### config.mk
export PLATFORM = sky130hd
export DESIGN_NAME = pipe_ctrl
export DESIGN_NICKNAME = d
export VERILOG_FILES = /design/src/rtl/pipe_ctrl_pkg.sv /design/src/rtl/pipe_ctrl_decode.sv /design/src/rtl/pipe_ctrl.sv
export SDC_FILE = /design/constraint.sdc
export NUM_CORES = 1
export LEC_CHECK = 0
export ABC_CLOCK_PERIOD_IN_PS = 2840
export BUFFER_PORTS_ARGS = -buffer_cell sky130_fd_sc_hd__buf_2
export CAP_MARGIN = 20
export CELL_PAD_IN_SITES_DETAIL_PLACEMENT = 0
export CELL_PAD_IN_SITES_GLOBAL_PLACEMENT = 1
export CORE_UTILIZATION = 29
export DETAILED_ROUTE_END_ITERATION = 10
export PLACE_DENSITY_LB_ADDON = 0.3
export RECOVER_POWER = 25
export SETUP_SLACK_MARGIN = 0.05
export SLEW_MARGIN = 10
export SYNTH_ARGS = -nofsm -noshare
export SYNTH_HDL_FRONTEND = slang
export SYNTH_SLANG_ARGS = --single-unit
### constraint.sdc
create_clock -name clk -period 2.84 [get_ports clk]
set_clock_uncertainty 0.05 [all_clocks]
set_input_delay 0 -clock clk [delete_from_list [all_inputs] [get_ports clk]]
set_output_delay 0 -clock clk [all_outputs]
set_load 0.01 [all_outputs]
### src/rtl/pipe_ctrl_pkg.sv
// Shared definitions for the pipeline controller: opcodes, ALU operation
// codes, per-stage control bundles and the bubble constants.
package pipe_ctrl_pkg;

    localparam int OPC_WIDTH   = 6;
    localparam int ALUOP_WIDTH = 3;

    typedef enum logic [OPC_WIDTH-1:0] {
        OPC_R    = 6'b000000,
        OPC_J    = 6'b000010,
        OPC_BEQ  = 6'b000100,
        OPC_ADDI = 6'b001000,
        OPC_SLTI = 6'b001010,
        OPC_ANDI = 6'b001100,
        OPC_ORI  = 6'b001101,
        OPC_LW   = 6'b100011,
        OPC_SW   = 6'b101011
    } opc_e;

    typedef enum logic [ALUOP_WIDTH-1:0] {
        ALU_ADD   = 3'b000,  // address generation and addi
        ALU_SUB   = 3'b001,  // beq compare
        ALU_FUNCT = 3'b010,  // R-type: the ALU decodes the funct field
        ALU_SLT   = 3'b100,
        ALU_AND   = 3'b101,
        ALU_OR    = 3'b111
    } alu_op_e;

    // Fields consumed in EX
    typedef struct packed {
        logic    reg_dst;
        alu_op_e alu_op;
        logic    alu_src;
    } ex_ctrl_t;

    // Fields consumed in MEM
    typedef struct packed {
        logic branch;
        logic mem_read;
        logic mem_write;
    } mem_ctrl_t;

    // Fields consumed in WB
    typedef struct packed {
        logic reg_write;
        logic mem_to_reg;
    } wb_ctrl_t;

    // Full decoded bundle; each stage register keeps only what is still ahead of it
    typedef struct packed {
        ex_ctrl_t  ex;
        mem_ctrl_t mem;
        wb_ctrl_t  wb;
    } ctrl_t;

    localparam ctrl_t     CTRL_BUBBLE = '0;
    localparam mem_ctrl_t MEM_BUBBLE  = '0;
    localparam wb_ctrl_t  WB_BUBBLE   = '0;

    // Build a bundle in the column order of the decode table
    function automatic ctrl_t make_ctrl(
        input logic    reg_dst,
        input alu_op_e alu_op,
        input logic    alu_src,
        input logic    branch,
        input logic    mem_read,
        input logic    mem_write,
        input logic    reg_write,
        input logic    mem_to_reg
    );
        ctrl_t c;
        c.ex.reg_dst     = reg_dst;
        c.ex.alu_op      = alu_op;
        c.ex.alu_src     = alu_src;
        c.mem.branch     = branch;
        c.mem.mem_read   = mem_read;
        c.mem.mem_write  = mem_write;
        c.wb.reg_write   = reg_write;
        c.wb.mem_to_reg  = mem_to_reg;
        return c;
    endfunction

    // Opcodes whose rt field is a source operand rather than a destination
    function automatic logic uses_rt(input logic [OPC_WIDTH-1:0] opc);
        return (opc == OPC_R) || (opc == OPC_SW) || (opc == OPC_BEQ);
    endfunction

endpackage

### src/rtl/pipe_ctrl_decode.sv
// Purely combinational opcode decoder. Unknown opcodes and jumps produce the
// all-zero bundle so that nothing downstream ever sees X.
module pipe_ctrl_decode
    import pipe_ctrl_pkg::*;
#(
    parameter int OPC_W = 6
) (
    input  logic [OPC_W-1:0] opc,
    output ctrl_t            ctrl,
    output logic             is_jump,
    output logic             unknown
);

    // Map each opcode to its control bundle
    always_comb begin
        // NOTE: every output gets a default before the case so no path can infer a latch.
        ctrl    = CTRL_BUBBLE;
        is_jump = 1'b0;
        unknown = 1'b0;
        case (opc)
            //                    dst   aluop      src   br    rd    wr    rw    m2r
            OPC_R:    ctrl = make_ctrl(1'b1, ALU_FUNCT, 1'b0, 1'b0, 1'b0, 1'b0, 1'b1, 1'b0);
            OPC_LW:   ctrl = make_ctrl(1'b0, ALU_ADD,   1'b1, 1'b0, 1'b1, 1'b0, 1'b1, 1'b1);
            OPC_SW:   ctrl = make_ctrl(1'b0, ALU_ADD,   1'b1, 1'b0, 1'b0, 1'b1, 1'b0, 1'b0);
            OPC_BEQ:  ctrl = make_ctrl(1'b0, ALU_SUB,   1'b0, 1'b1, 1'b0, 1'b0, 1'b0, 1'b0);
            OPC_ADDI: ctrl = make_ctrl(1'b0, ALU_ADD,   1'b1, 1'b0, 1'b0, 1'b0, 1'b1, 1'b0);
            OPC_SLTI: ctrl = make_ctrl(1'b0, ALU_SLT,   1'b1, 1'b0, 1'b0, 1'b0, 1'b1, 1'b0);
            OPC_ANDI: ctrl = make_ctrl(1'b0, ALU_AND,   1'b1, 1'b0, 1'b0, 1'b0, 1'b1, 1'b0);
            OPC_ORI:  ctrl = make_ctrl(1'b0, ALU_OR,    1'b1, 1'b0, 1'b0, 1'b0, 1'b1, 1'b0);
            OPC_J:    is_jump = 1'b1;
            default:  unknown = 1'b1;
        endcase
    end

endmodule

### src/rtl/pipe_ctrl.sv
// Five-stage pipeline controller: decodes ID, carries the control bundle and
// destination register through EX/MEM/WB, and resolves load-use stalls,
// jumps and taken-branch flushes. Counts stall and flush cycles.
module pipe_ctrl
    import pipe_ctrl_pkg::*;
#(
    parameter int OPC_W   = 6,
    parameter int RA_W    = 5,
    parameter int ALUOP_W = 3,
    parameter int CNT_W   = 16
) (
    input  logic               clk,
    input  logic               rst,
    input  logic [OPC_W-1:0]   opc,
    input  logic [RA_W-1:0]    rs,
    input  logic [RA_W-1:0]    rt,
    input  logic [RA_W-1:0]    rd,
    input  logic               branch_taken,
    output logic               stall,
    output logic               flush_ifid,
    output logic               jump,
    output logic               ex_reg_dst,
    output logic [ALUOP_W-1:0] ex_alu_op,
    output logic               ex_alu_src,
    output logic               mem_branch,
    output logic               mem_read,
    output logic               mem_write,
    output logic               wb_reg_write,
    output logic               wb_mem_to_reg,
    output logic [RA_W-1:0]    wb_dst,
    output logic               illegal,
    output logic [CNT_W-1:0]   stall_cnt,
    output logic [CNT_W-1:0]   flush_cnt
);

    ctrl_t           id_ctrl;
    logic            id_jump;
    logic            id_unknown;
    ctrl_t           id_bundle;
    logic [RA_W-1:0] id_dst;
    logic            load_use;

    ctrl_t           idex_ctrl;
    logic [RA_W-1:0] idex_dst;
    mem_ctrl_t       exmem_mem;
    wb_ctrl_t        exmem_wb;
    logic [RA_W-1:0] exmem_dst;
    wb_ctrl_t        memwb_wb;
    logic [RA_W-1:0] memwb_dst;

    pipe_ctrl_decode #(
        .OPC_W (OPC_W)
    ) u_decode (
        .opc     (opc),
        .ctrl    (id_ctrl),
        .is_jump (id_jump),
        .unknown (id_unknown)
    );

    // Jumps and unknown opcodes enter the pipe as a full bubble, destination included
    always_comb begin
        id_bundle = CTRL_BUBBLE;
        id_dst    = '0;
        if (!(id_jump || id_unknown)) begin
            id_bundle = id_ctrl;
            id_dst    = id_ctrl.ex.reg_dst ? rd : rt;
        end
    end

    // A load in EX whose result a dependent ID instruction needs; $0 never hazards
    assign load_use = idex_ctrl.mem.mem_read && (idex_dst != '0) &&
                      ((idex_dst == rs) || ((idex_dst == rt) && uses_rt(opc)));

    // A taken branch overrides everything. A jump waits out a stall, because IF/ID
    // is frozen then and the jump is seen again in the next cycle.
    assign stall      = !rst && !branch_taken && load_use;
    assign jump       = !rst && !branch_taken && !load_use && id_jump;
    assign flush_ifid = !rst && (branch_taken || jump);

    // Stage registers: stalls bubble ID/EX only, taken branches bubble ID/EX and EX/MEM
    always_ff @(posedge clk) begin
        // NOTE: sequential state uses non-blocking assignments so every register samples pre-edge values.
        if (rst) begin
            idex_ctrl <= CTRL_BUBBLE;
            idex_dst  <= '0;
            exmem_mem <= MEM_BUBBLE;
            exmem_wb  <= WB_BUBBLE;
            exmem_dst <= '0;
            memwb_wb  <= WB_BUBBLE;
            memwb_dst <= '0;
        end else begin
            memwb_wb  <= exmem_wb;
            memwb_dst <= exmem_dst;
            if (branch_taken) begin
                exmem_mem <= MEM_BUBBLE;
                exmem_wb  <= WB_BUBBLE;
                exmem_dst <= '0;
            end else begin
                exmem_mem <= idex_ctrl.mem;
                exmem_wb  <= idex_ctrl.wb;
                exmem_dst <= idex_dst;
            end
            if (branch_taken || stall) begin
                idex_ctrl <= CTRL_BUBBLE;
                idex_dst  <= '0;
            end else begin
                idex_ctrl <= id_bundle;
                idex_dst  <= id_dst;
            end
        end
    end

    // Illegal-opcode pulse and saturating stall/flush counters
    always_ff @(posedge clk) begin
        if (rst) begin
            illegal   <= 1'b0;
            stall_cnt <= '0;
            flush_cnt <= '0;
        end else begin
            // A stalled instruction is seen again next cycle; a flushed one is discarded
            illegal <= id_unknown && !stall && !branch_taken;
            if (stall && (stall_cnt != '1)) begin
                stall_cnt <= stall_cnt + CNT_W'(1);
            end
            if (flush_ifid && (flush_cnt != '1)) begin
                flush_cnt <= flush_cnt + CNT_W'(1);
            end
        end
    end

    assign ex_reg_dst    = idex_ctrl.ex.reg_dst;
    assign ex_alu_op     = idex_ctrl.ex.alu_op;
    assign ex_alu_src    = idex_ctrl.ex.alu_src;
    assign mem_branch    = exmem_mem.branch;
    assign mem_read      = exmem_mem.mem_read;
    assign mem_write     = exmem_mem.mem_write;
    assign wb_reg_write  = memwb_wb.reg_write;
    assign wb_mem_to_reg = memwb_wb.mem_to_reg;
    assign wb_dst        = memwb_dst;

endmodule
==> flow_summary.json, run 1 <==
{
  "cp.arrival_ns": 2.79,
  "rows": 35,
  "start_kind": "flop",
  "tns_ns": 0,
  "irDropWorstVdd_mv": 0.233,
  "wl_per_cell_um": 12.4,
  "fin_crit_ns": 2.56,
  "critPathMaxFanout": 4,
  "leakage_nw": 1.41,
  "cts_root_buf": "clkbuf_8",
  "drt-total-wl_um": 6730,
  "dp_hpwl_um": 4780,
  "grt_max_degree": 44,
  "critPathLaunch": "idex_dst[1]$_SDFF_PP0_",
  "layout-drive-gt1-share": 0.195,
  "initial_utilization": 0.302,
  "antenna_left": 0,
  "syn_area_um2": 2820,
  "ctsResizeCount": 0,
  "crit_family": "simple AND/OR/NAND/NOR gates",
  "critical_path_class": "reg -> reg",
  "die_h_um": 101,
  "rr_worst_depth": 6,
  "via_per_inst": 4.68,
  "fmax_mhz": 390,
  "antenna_cells": 0,
  "min_period_over_period": 0.902,
  "grt_pass1_wl_um": 11100,
  "cts-buffers-inserted": 9,
  "tightest_slew_ns": 0.826,
  "place_inst": 512,
  "min_path_cells": 3,
  "async_flop_share": 0,
  "final_hold_viol_count": 0,
  "synth.avg_cell_area_um2": 8.75,
  "synthDistinctLibCells": 42,
  "fin_cells": 545,
  "crit_end": "ex_reg_dst$_SDFF_PP0_",
  "outcome": "finished, final reports clean",
  "core_area_um2": 9330,
  "clkTransAtPathRegs_ns": 0.08,
  "hold_class": "in -> reg",
  "cp_data_required_time_ns": 3.07,
  "cts_max_path_buffers": 2,
  "synth_edf_count": 0,
  "synthFlopType": "dfxtp_1",
  "reg.largest.list": "flush_cnt (16), stall_cnt (16)",
  "drt-initial-drc-count": 51,
  "dr_total_vias": 2549,
  "nets": 437,
  "grt_pass1_vias": 2339,
  "antenna_found_initial": 0,
  "cts_setup_buffers": 0,
  "slowest_delay_ns": 0.57,
  "synth_nets": 348,
  "maxCapViolCount": 0,
  "timing.rr.end": "ex_reg_dst$_SDFF_PP0_",
  "cts_tree": "yes",
  "cp-end-kind": "flop",
  "first_pass_iters": 4,
  "r2r_start": "idex_dst[1]$_SDFF_PP0_",
  "synth_seq_cells": 63,
  "port_buffers": 74,
  "critPathBufInv": 1,
  "setup_violations": 0,
  "ys_seq_area_frac": 0.447,
  "die-area_um2": 10100,
  "die_x_um": 101,
  "grt_overflow": 0,
  "ios": 75,
  "slew-limit-headroom": 0.449,
  "postSynthCellCount": 322,
  "path_depth": 6,
  "crit_chain": "or4_1 -> o21ai_2 -> and4b_1 -> or3_1 -> nor3_1 -> dlygate4sd3_1",
  "gp_congestion": 0.807,
  "clk_latency_ns": 0.33,
  "drc": 0,
  "slew_viol_final": 0,
  "yosys_warnings": 0,
  "regToRegSetupSlack_ns": 0.28,
  "cp_slowest_cell": "dlygate4sd3_1",
  "rsz0062_at_grt": "no",
  "track_usage": 0.140,
  "h-tree-depth": 3,
  "power_density_nw_per_um2": 512,
  "syn_to_final_growth_pct": 30.0,
  "clkSinkCount": 63
}
[layout by cell type, fill, tap and decap left out, types with 7 or more instances in the layout]
| cell | count |
|---|---|
| or3_1 | 14 |
| buf_2 | 53 |
| and3_1 | 7 |
| o21ai_0 | 17 |
| xor2_1 | 9 |
| dlygate4sd3_1 | 17 |
| xnor2_1 | 16 |
| and2_1 | 11 |
| clkbuf_8 | 9 |
| dfxtp_1 | 63 |
| a21oi_1 | 21 |
| clkbuf_1 | 21 |
| nor2_1 | 38 |
| nand3_1 | 19 |
| nand2_1 | 12 |
| nor3_1 | 10 |
| nor2b_1 | 11 |
[what timing repair did]
item                       4_1_cts  5_1_grt
setup endpoints to repair        0        0
hold endpoints to repair        11        0
hold buffers                    17        0
[final cells by class]
class | count | area (um2)
well taps | 129 | 161
clock buffers | 9 | 124
clock inverters | 7 | 97.6
flip-flops and latches | 63 | 1260
repair buffers | 95 | 544
inverters | 6 | 22.5
multi-input cells | 236 | 1450
fillers | 984 | 5660
[power by group]
part           total [mW]  leakage [nW]  switching, mW  internal (mW)
Clock               0.867         0.105          0.372          0.495
Sequential          0.894         0.508        0.00557          0.888
Combinational       0.115         0.798         0.0608         0.0541
[worst min-delay path by stage]
stage | startpoint | to | slack, ns
2_1_floorplan | opc[5] | ex_alu_op[1]$_SDFF_PP0_ | 0.03
3_3_place_gp | rd[0] | idex_dst[0]$_SDFF_PP0_ | 0.20
3_5_place_dp | rd[2] | idex_dst[2]$_SDFF_PP0_ | 0.19
4_1_cts | branch_taken | exmem_dst[3]$_SDFF_PN0_ | 0.11
5_1_grt | branch_taken | mem_read$_SDFF_PN0_ | 0.15
6_report | branch_taken | exmem_dst[2]$_SDFF_PN0_ | 0.12
[per-stage QoR]
| step | setup slack (ns) | instance area (um2) | hold slack, ns | power, mW | util |
|---|---|---|---|---|---|
| finish | 0.279 | 3660 | 0.120 | 1.88 | 0.393 |
| detailed placement | 0.521 | 3300 | 0.191 | 1.01 | 0.354 |
| CTS | 0.231 | 3690 | 0.107 | 1.91 | 0.396 |
| global route | 0.0956 | 3660 | 0.146 | 1.96 | 0.393 |
| floorplan | 0.732 | 2820 | 0.0260 | 0.975 | - |
| global placement | 0.545 | 3300 | 0.198 | 1.01 | 0.354 |
[cells by family after synthesis]
family	count (synthesis)	share of synthesized area
AND/OR/NAND/NOR	151	0.293
flip-flops	63	0.447
AO/OA/AOI/OAI	51	0.109
XOR/XNOR	25	0.0777
buffers and inverters	23	0.0391
multiplexers	7	0.0253
adder cells (fa/ha/maj)	2	0.00888
[metal layers]
metal | part of all wire | vias up | GRT usage | wire length (um)
li1 | - | 1304 | - | -
met1 | 0.49 | 1175 | 0.183 | 3270
met2 | 0.45 | 62 | 0.215 | 3020
met3 | 0.055 | 8 | 0.0492 | 370
met4 | 0.011 | 0 | 0.0468 | 76
met5 | 0 | - | 0 | 0
[worst reg2reg max path, delay by kind of cell, from the launching register on]
family / cells / cell delay, ns
compound gates: 1 / 0.20
buf+inv: 1 / 0.57
flops: 1 / 0.35
simple gates: 4 / 1.33
[synth_stat cells (2+ instances only)]
master / count / area (um2)
or3_1: 14 / 87.6
ha_1: 2 / 25.0
inv_1: 6 / 22.5
xor2_1: 9 / 78.8
xnor2_1: 16 / 140
o31ai_1: 2 / 15.0
o2111ai_1: 2 / 17.5
nor3_1: 10 / 50.1
or4_1: 4 / 30.0
and2_1: 11 / 68.8
o21ai_0: 17 / 85.1
nand3_1: 19 / 95.1
nor2_1: 38 / 143
a21oi_1: 21 / 105
nor2b_1: 11 / 68.8
clkbuf_1: 11 / 41.3
nor4_1: 6 / 37.5
nand2_1: 12 / 45.0
dfxtp_1: 63 / 1260
nand4_1: 3 / 18.8
a41o_1: 2 / 20.0
mux2i_1: 6 / 60.1
and3_1: 7 / 43.8
nor4b_1: 2 / 17.5
buf_4: 4 / 30.0
nand2b_1: 3 / 18.8
nor3b_1: 6 / 45.0
Note: power is estimated with default switching activity, not from simulation.
==> inputs of run 2 (changes only) <==
--- a/config.mk
+++ b/config.mk
@@ -10,7 +10,7 @@
 export CAP_MARGIN = 20
 export CELL_PAD_IN_SITES_DETAIL_PLACEMENT = 0
 export CELL_PAD_IN_SITES_GLOBAL_PLACEMENT = 1
-export CORE_UTILIZATION = 29
+export CORE_UTILIZATION = 38
 export DETAILED_ROUTE_END_ITERATION = 10
 export PLACE_DENSITY_LB_ADDON = 0.3
 export RECOVER_POWER = 25
==> constraint.sdc (replaced) <==
create_clock -name clk -period 2.84 [get_ports clk]
set_clock_uncertainty 0.05 [all_clocks]
set_input_delay 0.284 -clock clk [delete_from_list [all_inputs] [get_ports clk]]
set_output_delay 0.284 -clock clk [all_outputs]
set_load 0.01 [all_outputs]
==> run 2 against run 1 <==
Hold slack improved by 0.011 ns; highest routed layer unchanged; die area down 23%; fmax grew 1.4%; via count fell by 2.0%; total power up 0.41%; clock power increased by 2.9%.
==> flow_summary.json, run 2 (same netlist as run 1, synthesis figures left out) <==
{
  "cts_max_path_buffers": 2,
  "start_kind": "flop",
  "min_path_cells": 3,
  "cts-buffers-inserted": 9,
  "wl_per_cell_um": 12.8,
  "syn_to_final_growth_pct": 23.1,
  "nets": 419,
  "outcome": "finished, final reports clean",
  "ios": 75,
  "drc": 0,
  "critical_path_class": "reg -> out",
  "multi_input_area_um2": 1460,
  "rsz0062_at_grt": "no",
  "cp_slowest_cell": "or4_1",
  "drt-initial-drc-count": 93,
  "die-area_um2": 7770,
  "hold_end": "idex_dst[1]$_SDFF_PP0_",
  "final_common_cell": "dfxtp_1",
  "fill_cells": 729,
  "antenna_left": 0,
  "regToRegSetupSlack_ns": 0.50,
  "grt_overflow": 0,
  "leakage_nw": 1.37,
  "first_pass_iters": 4,
  "maxCapViolCount": 0,
  "die_h_um": 88.1,
  "finalWorstSetupSlack_ns": 0.315,
  "tns_ns": 0,
  "cp_data_required_time_ns": 2.51,
  "crit_chain": "or4_1 -> o21ai_2 -> nor4_2 -> o31ai_2 -> and2_1 -> buf_2",
  "timing.rr.end": "flush_cnt[0]$_SDFFE_PP0P_",
  "dp_hpwl_um": 4670,
  "fin_crit_ns": 2.53,
  "gp_congestion": 0.853,
  "grt_max_degree": 31,
  "initial_utilization": 0.391,
  "cts_setup_buffers": 0,
  "h-tree-depth": 3,
  "cp-end-kind": "output pin",
  "clk_latency_ns": 0.34,
  "cts_root_buf": "clkbuf_8",
  "slew_viol_final": 0,
  "power_density_nw_per_um2": 543,
  "track_usage": 0.178,
  "post-place-ws_ns": 0.516,
  "critPathMaxFanout": 6,
  "register_area_um2": 1260,
  "die_x_um": 88.1,
  "cts_tree": "yes",
  "clkSinkCount": 63,
  "via_per_inst": 5.03,
  "crit_family": "simple AND/OR/NAND/NOR gates",
  "setup_violations": 0,
  "slew-limit-headroom": 0.161,
  "grt_pass1_wl_um": 10600,
  "clkTransAtPathRegs_ns": 0.07,
  "r2r_start": "flush_cnt[0]$_SDFFE_PP0P_",
  "irDropWorstVdd_mv": 0.274,
  "antenna_cells": 0,
  "dr_total_vias": 2499,
  "rows": 31,
  "grt_pass1_vias": 2310,
  "antenna_found_initial": 0,
  "critPathBufInv": 1,
  "min_period_over_period": 0.889,
  "port_buffers": 74,
  "drt-total-wl_um": 6360,
  "core_area_um2": 7210,
  "most-common-layout-cells": "dfxtp_1, buf_2, nor2_1",
  "rr_worst_depth": 7,
  "hold_class": "in -> reg",
  "hp-start": "rd[1]",
  "tightest_slew_ns": 1.26,
  "holdBufCountCts": 0,
  "cp.arrival_ns": 2.19,
  "reg.largest.list": "flush_cnt (16), stall_cnt (16)",
  "layout-drive-gt1-share": 0.221,
  "slowest_delay_ns": 0.54,
  "final_hold_viol_count": 0,
  "ctsResizeCount": 0,
  "fmax_mhz": 396
}
## run 2: changes by cell type in the layout (fill, tap and decap cells not counted), moves of 2 or more
cell	previous run	this run
buf_4	4	2
dlygate4sd3_1	17	0
buf_2	53	61
and2_1	11	4
clkbuf_1	21	14
and2_0	0	7
## run 2: worst max-delay path by stage
stage | start | endpoint | slack, ns | cells past startpoint
global route | idex_dst[1]$_SDFF_PP0_ | flush_ifid | 0.12 | 6
CTS | idex_dst[1]$_SDFF_PP0_ | flush_ifid | 0.15 | 6
detailed placement | idex_dst[1]$_SDFF_PP0_ | ex_alu_op[1]$_SDFF_PP0_ | 0.52 | 6
global placement | rs[3] | stall_cnt[15]$_SDFFE_PP0P_ | 0.58 | 7
floorplan | flush_cnt[0]$_SDFFE_PP0P_ | flush_cnt[2]$_SDFFE_PP0P_ | 0.73 | 7
finish | idex_dst[1]$_SDFF_PP0_ | flush_ifid | 0.31 | 6
## run 2: stage by stage
stage	hold WS, ns	std cells	total power [mW]	cell area, um2	utilization
global route	0.120	497	1.96	3470	0.481
floorplan	0.310	322	0.975	2820	-
detailed placement	0.362	481	1.01	3250	0.451
finish	0.132	497	1.88	3470	0.481
CTS	0.121	497	1.90	3490	0.483
global placement	0.360	481	1.01	3250	0.451
## run 2: power breakdown
| part | switching [mW] | internal, mW |
|---|---|---|
| Combinational | 0.0595 | 0.0389 |
| Clock | 0.370 | 0.522 |
| Sequential | 0.00521 | 0.888 |
## run 2: layout make-up
type / instances / share of cell area
timing repair buffer: 77 / 0.107
inverter: 6 / 0.00649
clock buffer: 10 / 0.0397
multi-input combinational: 236 / 0.420
clock inverter: 6 / 0.0270
tap: 99 / 0.0357
sequential: 63 / 0.363
## run 2: worst min-delay path, cell delays in order
cell and delay, ns:
buf_2 0.08, mux2i_1 0.05, nor2_1 0.08
## run 2: layer usage
metal  global-route usage  share of wire  vias up
met5                    0              0        -
met4               0.0982          0.028        0
met3               0.0443          0.048       18
met2                0.271           0.44       68
met1                0.231           0.48     1135
li1                     -              -     1278
==> inputs of run 3 (changes only) <==
--- a/config.mk
+++ b/config.mk
@@ -12,7 +12,7 @@
 export CELL_PAD_IN_SITES_GLOBAL_PLACEMENT = 1
 export CORE_UTILIZATION = 38
 export DETAILED_ROUTE_END_ITERATION = 10
-export PLACE_DENSITY_LB_ADDON = 0.3
+export PLACE_DENSITY = 0.74
 export RECOVER_POWER = 25
 export SETUP_SLACK_MARGIN = 0.05
 export SLEW_MARGIN = 10
==> run 3 against run 2 <==
Wire length increased by 1.1%; largest cell class unchanged; first-iteration DRC count is 7.5% higher; non-clock buffer count rose by 1; register-to-register slack worse by 0.08 ns; clock power is 2% lower; combinational power decreased by 1%; count of clock-buffer cells in the layout up 1; fmax is 2.5% lower; hold slack worse by 0.0084 ns; die area stayed put; final cell count is 0.20% higher.
==> flow_summary.json, run 3 (same netlist as run 1, synthesis figures left out) <==
{
  "outcome": "finished, final reports clean",
  "min_path_cells": 3,
  "holdBufCountCts": 0,
  "final_common_cell": "dfxtp_1",
  "core_area_um2": 7210,
  "die-area_um2": 7770,
  "rsz0062_at_grt": "no",
  "leakage_nw": 1.37,
  "maxCapViolCount": 0,
  "antenna_cells": 0,
  "grt_max_degree": 31,
  "via_per_inst": 5.03,
  "min_period_over_period": 0.912,
  "cts_root_buf": "clkbuf_8",
  "antenna_found_initial": 0,
  "gp_congestion": 0.762,
  "fmax_mhz": 386,
  "register_area_um2": 1260,
  "critPathLaunch": "idex_dst[1]$_SDFF_PP0_",
  "hp-start": "rd[1]",
  "drt-initial-drc-count": 100,
  "rows": 31,
  "slew_viol_final": 0,
  "clk_latency_ns": 0.35,
  "initial_utilization": 0.391,
  "first_pass_iters": 4,
  "setup_violations": 0,
  "cp_data_required_time_ns": 2.51,
  "syn_to_final_growth_pct": 23.1,
  "layout-drive-gt1-share": 0.221,
  "nets": 420,
  "drc": 0,
  "power_density_nw_per_um2": 538,
  "grt_pass1_wl_um": 10100,
  "critPathMaxFanout": 4,
  "cts_setup_buffers": 0,
  "cts_max_path_buffers": 2,
  "clkSinkCount": 63,
  "multi_input_area_um2": 1460,
  "ios": 75,
  "cp.arrival_ns": 2.26,
  "grt_overflow": 0,
  "port_buffers": 74,
  "rr_worst_depth": 7,
  "dp_hpwl_um": 4650,
  "fin_crit_ns": 2.59,
  "start_kind": "flop",
  "cts_tree": "yes",
  "dr_total_vias": 2505,
  "final_hold_viol_count": 0,
  "die_h_um": 88.1,
  "tightest_slew_ns": 1.32,
  "wl_per_cell_um": 12.9,
  "track_usage": 0.172,
  "hold_class": "in -> reg",
  "ctsResizeCount": 0,
  "r2r_start": "flush_cnt[0]$_SDFFE_PP0P_",
  "grt_pass1_vias": 2193,
  "drt-total-wl_um": 6430,
  "cts-buffers-inserted": 9,
  "most-common-layout-cells": "dfxtp_1, buf_2, nor2_1",
  "cp-end-kind": "output pin",
  "irDropWorstVdd_mv": 0.336,
  "reg.largest.list": "flush_cnt (16), stall_cnt (16)",
  "clkTransAtPathRegs_ns": 0.07,
  "tns_ns": 0,
  "power.total_mw": 1.87,
  "fill_cells": 769,
  "antenna_left": 0,
  "slew-limit-headroom": 0.120,
  "h-tree-depth": 3,
  "die_x_um": 88.1,
  "critical_path_class": "reg -> out"
}
run 3: changes by cell type in the layout (fill, tap and decap cells not counted):
cell / delta
buf_4: +1
o21ai_1: -1
and2_0: -2
o21ai_0: +1
clkbuf_1: +1
clkinv_2: +1
and2_1: +2
clkinv_4: -2
run 3: critical path: stages (launching register included):
cell and delay [ns]:
dfxtp_1 0.34, or4_1 0.55, o21ai_2 0.20, and4b_1 0.26, o21ai_0 0.34, inv_1 0.07
buf_2 0.14
run 3: stage by stage:
step | hold slack, ns | utilization | instances | instance area, um2 | setup WS, ns
after CTS | 0.119 | 0.483 | 498 | 3480 | 0.156
after global routing | 0.134 | 0.481 | 498 | 3470 | 0.106
after global placement | 0.359 | 0.452 | 482 | 3260 | 0.565
final | 0.123 | 0.481 | 498 | 3470 | 0.251
after floorplan | 0.310 | - | 322 | 2820 | 0.732
after detailed placement | 0.361 | 0.452 | 482 | 3260 | 0.518
run 3: final timing paths:
| path | slack (ns) | endpoint |
|---|---|---|
| worst max-delay path | 0.25 | stall |
| worst min-delay path | 0.12 | idex_dst[1]$_SDFF_PP0_ |
| worst max register to register | 0.42 | flush_cnt[0]$_SDFFE_PP0P_ |
| worst min register to register | 0.38 | exmem_wb[1]$_SDFF_PN0_ |
run 3: cell type report:
class,count,share of cell area
Multi-Input combinational cell,236,0.420
Sequential cell,63,0.364
Clock inverter,5,0.0234
Inverter,6,0.00649
Clock buffer,11,0.0408
Tap cell,99,0.0357
Timing Repair Buffer,78,0.110
run 3: where the power goes:
part	internal [mW]	switching (mW)	total, mW
clock network	0.518	0.356	0.874
logic	0.0387	0.0585	0.0972
registers	0.889	0.00524	0.894
total	1.45	0.420	1.87
run 3: routing by layer:
| metal | vias up | GRT usage | routed length, um |
|---|---|---|---|
| met4 | 0 | 0.0792 | 103 |
| met2 | 63 | 0.270 | 2950 |
| met5 | - | 0 | 0 |
| li1 | 1277 | - | - |
| met3 | 10 | 0.0481 | 327 |
| met1 | 1155 | 0.221 | 3050 |
